<file path="src/rtl/fifo_pkg.sv">
// Shared defaults and pointer helper for the flop-based FIFO.
package fifo_pkg;

    localparam int unsigned FIFO_DEPTH_DFLT = 16;
    localparam int unsigned FIFO_BITS_DFLT  = 16;

    // Wrapping increment that also works when depth is not a power of two.
    function automatic int unsigned ptr_inc(input int unsigned ptr, input int unsigned depth);
        return (ptr == depth - 1) ? 0 : ptr + 1;
    endfunction

endpackage

</file>
<file path="src/rtl/fifo_flops_ctrl.sv">
// Pointer, occupancy and accept logic for the flop FIFO; storage lives in the top.
module fifo_flops_ctrl
    import fifo_pkg::*;
#(
    parameter int unsigned depth = FIFO_DEPTH_DFLT
) (
    input  logic                       clk,
    input  logic                       rst,
    input  logic                       push,
    input  logic                       pop,
    output logic                       wr_en,
    output logic [$clog2(depth)-1:0]   wr_ptr,
    output logic [$clog2(depth)-1:0]   rd_ptr,
    output logic [$clog2(depth+1)-1:0] count,
    output logic                       full,
    output logic                       pndng
);

    localparam int unsigned PtrW = $clog2(depth);
    localparam int unsigned CntW = $clog2(depth + 1);

    logic [PtrW-1:0] wr_ptr_q, rd_ptr_q;
    logic [CntW-1:0] count_q;
    logic            push_ok, pop_ok;

    always_comb begin
        full    = (count_q == CntW'(depth));
        pndng   = (count_q != '0);
        // A pop in the same cycle frees the slot that a push into a full FIFO needs.
        push_ok = push & (~full | pop);
        pop_ok  = pop & pndng;
        wr_en   = push_ok;
        wr_ptr  = wr_ptr_q;
        rd_ptr  = rd_ptr_q;
        count   = count_q;
    end

    always_ff @(posedge clk or negedge rst) begin
        if (!rst) begin
            wr_ptr_q <= '0;
            rd_ptr_q <= '0;
            count_q  <= '0;
        end else begin
            if (push_ok) begin
                wr_ptr_q <= PtrW'(ptr_inc(32'(wr_ptr_q), depth));
            end
            if (pop_ok) begin
                rd_ptr_q <= PtrW'(ptr_inc(32'(rd_ptr_q), depth));
            end
            unique case ({push_ok, pop_ok})
                2'b10:   count_q <= count_q + CntW'(1);
                2'b01:   count_q <= count_q - CntW'(1);
                default: count_q <= count_q;
            endcase
        end
    end

endmodule

</file>
<file path="src/rtl/fifo_flops.sv">
// Show-ahead single-clock FIFO with flip-flop storage; head word is always on Dout.
module fifo_flops
    import fifo_pkg::*;
#(
    parameter int unsigned depth = FIFO_DEPTH_DFLT,
    parameter int unsigned bits  = FIFO_BITS_DFLT
) (
    input  logic            clk,
    input  logic            rst,
    input  logic [bits-1:0] Din,
    input  logic            push,
    input  logic            pop,
    output logic [bits-1:0] Dout,
    output logic            full,
    output logic            pndng
);

    logic [$clog2(depth)-1:0]   wr_ptr, rd_ptr;
    logic [$clog2(depth+1)-1:0] count;
    logic                       wr_en;
    logic [bits-1:0]            mem [depth];

    fifo_flops_ctrl #(
        .depth (depth)
    ) u_ctrl (
        .clk    (clk),
        .rst    (rst),
        .push   (push),
        .pop    (pop),
        .wr_en  (wr_en),
        .wr_ptr (wr_ptr),
        .rd_ptr (rd_ptr),
        .count  (count),
        .full   (full),
        .pndng  (pndng)
    );

    // Storage is cleared on reset so Dout reads 0 until the first write.
    always_ff @(posedge clk or negedge rst) begin
        if (!rst) begin
            for (int i = 0; i < int'(depth); i++) begin
                mem[i] <= '0;
            end
        end else if (wr_en) begin
            mem[wr_ptr] <= Din;
        end
    end

    assign Dout = mem[rd_ptr];

endmodule

</file>
<file path="config.mk">
export PLATFORM = sky130hd
export DESIGN_NAME = fifo_flops
export DESIGN_NICKNAME = d
export VERILOG_FILES = /design/src/rtl/fifo_pkg.sv /design/src/rtl/fifo_flops_ctrl.sv /design/src/rtl/fifo_flops.sv
export SDC_FILE = /design/constraint.sdc
export NUM_CORES = 1
export LEC_CHECK = 0
export ABC_AREA = 1
export CORE_UTILIZATION = 35
export CTS_CLUSTER_SIZE = 10
export DETAILED_ROUTE_END_ITERATION = 6
export SYNTH_ARGS = -nofsm -noshare
export SYNTH_HDL_FRONTEND = slang
export SYNTH_SLANG_ARGS = --single-unit
</file>
<file path="constraint.sdc">
create_clock -name clk -period 3.5 [get_ports clk]
set_clock_uncertainty 0.15 [all_clocks]
set_input_delay 0.525 -clock clk [delete_from_list [all_inputs] [get_ports clk]]
set_output_delay 0.525 -clock clk [all_outputs]
set_load 0.02 [all_outputs]
</file>
==> impl_results.md, run 1 <==
- Final count of pins violating max slew: 0
- Io pins: 38
- Library cell with the largest summed area after synthesis: dfrtp_1
- Setup slack at placement: a little under 0.5 ns
- WL/cell: roughly 18 um
- Time the final worst path needs with I/O delays and setup: about 3.4 ns
- Synth top area cells: dfrtp_1 44%, nand2_1 23%, nand4_1 10%
- Slew HR: 0.257
- Cell family with the largest share of critical-path delay: buffers and inverters
- TritonCTS Buffers: 34
- Worst Hold Margin: approximately 0.18 ns
- Worst min path class: primary input to register
- Effective utilization at floorplan: 0.355
- Slowest cell on crit path: clkdlybuf4s50_1
- Critical Path Max Stage Delay: approximately 0.56 ns
- Area enclosed by the die boundary: around 0.045 sq mm
- Overall Global Routing Usage: 0.221
- Total vias in the final route: approximately 14,000
- Final setup vio count: 0
- Worst-path cell chain: inv_6, buf_12, nand2_1, nand3_1, nand2_1, nand2_1, nand2_1, inv_1, nand2_1, clkdlybuf4s50_1
- DRC: 0
- Core region area: ~0.043 sq mm
- Outcome: completed
- Mapped cell area: ~0.015 sq mm
- Layout cell share with drive strength beyond 1: 0.0740
- Peak supply drop: 0.370 mV
- Period Utilization, post-route: 0.970
- Fraction of post-synthesis cell area in the top cell type by area: 0.440
- Area delta synth->final: 12.1%
- Highest fanout seen on the critical path: 38
- Clock Tree Buf Depth: 3
- Cell with the most instances after synthesis: nand2_1
- Total Nets Final: 2,125
- Congestion Overflow GR: 0
- Post-synth net total: 2,161
- Critical path capture point type: output pin
- Flops & latches, synth: approximately 270
- Total number of yosys warnings: 0
- Synthesized area per cell: ~7 sq um
- DRT Wirelength: 48,900 um
- Setup TNS: 0 ns
- Detailed placement HPWL: a little under 30,000 um
- Final worst setup slack: about 0.10 ns
- Total power density per cell area: around 900 mW/mm^2
- CTS clock-pin slew for the worst setup and hold paths: about 0.050 ns
- Number of antenna violations at the first check in global routing: 0
- CP dominant cell by count: nand2_1
- Buffers on Ports: 37
- Most frequently used flop master after synthesis: dfrtp_1
- Synthesized netlist cell count: between 2,000 and 2,500
- N_diodes: 0
- H-tree Lvls: 2
- Row Count: 76
- Number of synthesized flops with an enable pin: 0
- Clock network latency to the later pin of the worst-skew pair: approximately 0.52 ns
- Chip Width: between 200 and 250 um
- Number of endpoints with negative hold slack in the final report: 0
- CTS tree: done
- Library cells used by synthesis: 28
- Vias per inst: 5.19
- Critical path required time: 2.82 ns
- Top achievable clock speed: approximately 290 MHz
- Largest net degree at the start of global routing: 130
- Routability-driven placement congestion ratio: approximately 0.85
- Post-synth top cells: 931 x nand2_1, 269 x dfrtp_1, 256 x nand4_1
- Worst path buffer plus inverter count: 4
- Async set-or-reset flop fraction in the synthesized netlist: 1.00
- Startpoint types: register
- Reported leakage power: 9.15 nW
- Post-DRT Antenna Nets: 0
- Setup repair after global routing missed its margin: no
- Die height: 211 um
- Vias in the first global route: between 10,000 and 15,000
- Root buffer selected by CTS: clkbuf_16
- Arrival time of data at the critical path endpoint: 2.72 ns
- Reported max-cap violation count: 0
- Critical path class: register to output pin
- Sequential cell area fraction in the yosys report: 0.440
- Drt pass-1 iters: 7
- First-pass GRT wire length: ~77,000 um
- Clk sink count: about 270
- Starting DRT DRC Count: approximately 1,400
- Worst slew pin tran: around 1.1 ns
layout by cell type, fill, tap and decap left out, drive strengths merged:
cell / n
or2: 1
buf: 64
nand3: 188
clkdlybuf4s50: 34
xnor2: 2
dlymetal6s2s: 1
clkbuf: 49
inv: 258
nand4: 257
nand2: 935
o21ai: 8
a21oi: 1
dfrtp: 269
ha: 9
clkinv: 6
fa: 1
dlygate4sd3: 1
xor2: 1
nor2: 24
tightest hold or removal path, stage by stage:
cell	delay (ns)
clkbuf_8	0.14
nand4_1	0.09
nand2_1	0.05
worst paths after layout:
path | from | endpoint | slack, ns | cells past startpoint
max in group asynchronous | rst | mem[56] | 1.87 | 3
setup reg to reg | u_ctrl.count[1] | u_ctrl.count[4] | 0.82 | 11
setup / recovery | u_ctrl.rd_ptr[0] | Dout[2] | 0.10 | 10
hold reg to reg | mem[11] | mem[11] | 0.32 | 2
min in group asynchronous | rst | mem[212] | 0.48 | 2
hold / removal | push | mem[60] | 0.18 | 3
state kept, by name, summed over array words and instances (netlist names):
name,count
mem,256
u_ctrl.count,5
u_ctrl.rd_ptr,4
u_ctrl.wr_ptr,4
per-stage QoR:
step / cells / power [mW] / util / instance area [sq um]
finish: 2694 / 15.8 / 0.398 / 17200
global route: 2694 / 17.1 / 0.398 / 17200
CTS: 2694 / 15.9 / 0.398 / 17100
detailed placement: 2643 / 12.5 / 0.374 / 16100
global placement: 2643 / 12.3 / 0.374 / 16100
floorplan: 2131 / 10.1 / - / 15300
power breakdown:
group / leakage (nW) / internal [mW] / switching, mW
Clock: 0.507 / 2.00 / 1.34
Combinational: 5.19 / 2.43 / 4.71
Sequential: 3.44 / 4.51 / 0.823
repair_timing:
action / CTS / global route
hold buffers: 1 / 0
gates resized for setup: 0 / 3
buffers inserted: 0 / 0
endpoints found under the hold margin: 88 / 0
endpoints found under the setup margin: 0 / 8
routing by layer:
layer,up-vias,part of all wire,global-route usage
li1,6671,-,-
met1,6669,0.46,0.331
met2,553,0.44,0.328
met3,78,0.082,0.0363
met4,0,0.024,0.0590
met5,-,0,0
cell families after synthesis:
family	Yosys count	share of synthesized area
AOI/OAI and AO/OA	9	0.00294
xor gates and xnor gates	3	0.00172
adders and majority gates	10	0.00867
buffers and inverters	435	0.123
DFF	269	0.440
and+or+nand+nor	1405	0.423
cell type report:
cell class,instances,area (sq um)
Timing Repair Buffer,101,993
Sequential cell,269,6740
Tap cell,585,732
Fill cell,4518,25900
Clock inverter,2,10.0
Inverter,262,988
Multi-Input combinational cell,1427,6680
Clock buffer,48,1020
No activity file was read; power rests on OpenSTA's default activity.
==> inputs of run 2 (changes only) <==
--- a/config.mk
+++ b/config.mk
@@ -7,6 +7,7 @@
 export LEC_CHECK = 0
 export ABC_AREA = 1
 export CORE_UTILIZATION = 35
+export CTS_CLUSTER_DIAMETER = 30
 export CTS_CLUSTER_SIZE = 10
 export DETAILED_ROUTE_END_ITERATION = 6
 export SYNTH_ARGS = -nofsm -noshare
==> run 2 against run 1 <==
  * Non-clock buffer count is the same
  * Combinational power grew 0.6%
  * Final area grew 8.4%
  * Critical path depth is the same
  * Global-route usage grew 0.63 points
  * Sequential share of layout area shrank 3.1 points
  * Die area is the same
==> impl_results.md, run 2 (synthesis results as in run 1) <==
- Clk sink count: between 200 and 300
- First-pass GRT wire length: 78,800 um
- Layout cell share with drive strength beyond 1: 0.106
- Post-detailed-placement cell area: about 0.016 sq mm
- Startpoint types: register
- CP dominant cell by count: nand2_1
- Post CTS Setup Buffer Count: 0
- Buffers on Ports: 37
- Vias in the first global route: 13,500
- Drt pass-1 iters: 7
- Number of antenna violations at the first check in global routing: 0
- Most used cells in the layout excluding fill and tap cells: 931 x nand2_1, 267 x dfrtp_1, 256 x nand4_1, 253 x inv_1, 172 x nand3_1
- Number of endpoints with negative hold slack in the final report: 0
- Final count of pins violating max slew: 0
- Starting DRT DRC Count: approximately 1,500
- Slowest cell on crit path: clkdlybuf4s50_1
- Largest net degree at the start of global routing: between 100 and 150
- Outcome: completed
- Root buffer selected by CTS: clkbuf_16
- Filler cell count: about 4,300
- Congestion Overflow GR: 0
- Number of flip-flops under the largest register name: 256
- Critical Path Max Stage Delay: about 0.55 ns
- N_diodes: 0
- Fin cells: 2,775
- Highest fanout seen on the critical path: 38
- Area enclosed by the die boundary: between 0.04 and 0.05 sq mm
- Overall Global Routing Usage: 0.228
- Effective utilization at floorplan: 0.355
- Detailed placement HPWL: 29,000 um
- Core region area: roughly 0.043 sq mm
- WL/cell: between 15 and 20 um
- Final worst setup slack: around 0.086 ns
- Area delta synth->final: 21.6%
- Setup slack at placement: roughly 0.49 ns
- Total placed cells including tap cells: between 2,000 and 3,000
- Row Count: between 70 and 80
- Die height: 211 um
- Critical path required time: 2.82 ns
- Total Nets Final: 2,162
- Time the final worst path needs with I/O delays and setup: 3.41 ns
- Period Utilization, post-route: 0.975
- Chip Width: between 200 and 250 um
- Worst path buffer plus inverter count: 4
- Critical path class: register to output pin
- Cell family with the largest share of critical-path delay: buffers and inverters
- Total vias in the final route: between 10,000 and 15,000
- Final non-filler cell area: 0.0186 sq mm
- Most flops, register: mem
- Worst Hold Margin: approximately 0.14 ns
- Arrival time of data at the critical path endpoint: around 2.7 ns
- H-tree Lvls: 3
- Peak supply drop: approximately 0.64 mV
- Setup repair after global routing missed its margin: yes
- Top achievable clock speed: roughly 300 MHz
- Total power density per cell area: 1030 mW/mm^2
- Slew HR: 0.293
- Clock Tree Buf Depth: 3
- Reported max-cap violation count: 0
- Final setup vio count: 0
- Reported leakage power: 9.93 nW
- Vias per inst: about 5.2
- Io pins: 38
- DRC: 0
- Worst-path cell chain: inv_6, buf_12, nand2_1, nand3_1, nand2_1, nand2_1, nand2_1, inv_1, nand2_1, clkdlybuf4s50_1
- Post-DRT Antenna Nets: 0
- Worst min path class: primary input to register
- CTS clock-pin slew for the worst setup and hold paths: roughly 0.040 ns
- Worst slew pin tran: about 1.1 ns
- Clock network latency to the later pin of the worst-skew pair: about 0.57 ns
- CTS tree: done
- Critical path capture point type: output pin
- TritonCTS Buffers: 71
- Most frequent standard cell in the layout excluding fill and tap cells: nand2_1
- Routability-driven placement congestion ratio: roughly 0.85
- DRT Wirelength: 50,200 um
-- run 2: changes by cell type in the layout (fill, tap and decap cells not counted), sizes merged, moves of 2 or more --
cell	change
clkbuf	+50
clkinvlp	+2
inv	+3
dlymetal6s2s	+5
bufinv	+7
clkdlybuf4s50	-6
clkinv	+19
-- run 2: layout make-up --
type                            instances  area, sq um  area share
Sequential cell                       269         6740       0.362
Multi-Input combinational cell       1427         6680       0.359
Clock buffer                           98         2090       0.113
Timing Repair Buffer                  101         1010      0.0544
Inverter                              262          988      0.0531
Tap cell                              585          732      0.0393
Clock inverter                         33          364      0.0196
-- run 2: power by group --
part	internal, mW	total (mW)	switching [mW]
sequential	4.52	5.35	0.826
combinational	2.42	7.18	4.76
clock	4.65	6.65	1.99
total	11.6	19.2	7.57
-- run 2: per-layer routing --
| metal | GRT usage | up-vias | part of all wire |
|---|---|---|---|
| li1 | - | 6789 | - |
| met1 | 0.332 | 6895 | 0.46 |
| met2 | 0.334 | 577 | 0.44 |
| met3 | 0.0415 | 92 | 0.075 |
| met4 | 0.0820 | 0 | 0.027 |
| met5 | 0 | - | 0 |
-- run 2: stage by stage --
| step | setup TNS (ns) | utilization | power (mW) |
|---|---|---|---|
| global placement | 0 | 0.374 | 12.3 |
| finish | 0 | 0.432 | 19.2 |
| global route | -0.000739 | 0.432 | 20.4 |
| CTS | 0 | 0.431 | 19.2 |
| detailed placement | 0 | 0.374 | 12.5 |
| floorplan | 0 | - | 10.1 |
-- run 2: path summary, 6_finish.rpt --
kind | startpoint | endpoint | slack [ns] | cells past startpoint
worst max-delay path | u_ctrl.rd_ptr[0] | Dout[15] | 0.09 | 10
worst min-delay path | push | mem[60] | 0.14 | 3
worst max register to register | u_ctrl.count[1] | u_ctrl.count[4] | 0.80 | 11
worst min register to register | mem[5] | mem[5] | 0.31 | 2
max in group asynchronous | rst | mem[50] | 1.90 | 3
min in group asynchronous | rst | mem[242] | 0.43 | 2
-- run 2: worst reg2reg max path, stage by stage, from the launching register on --
cell      delay (ns)
dfrtp_1         0.42
nor2_2          0.22
nand3_1         0.16
nand2_1         0.13
clkinv_1        0.24
ha_1            0.36
ha_1            0.34
or2_2           0.32
nand3_1         0.09
nand2_1         0.05
nand2_1         0.05
nand2_1         0.04
-- run 2: repair_timing --
item	CTS	global route
hold buffers	1	0
resized for setup	1	9
hold endpoints to repair	88	0
endpoints found under the setup margin	1	13
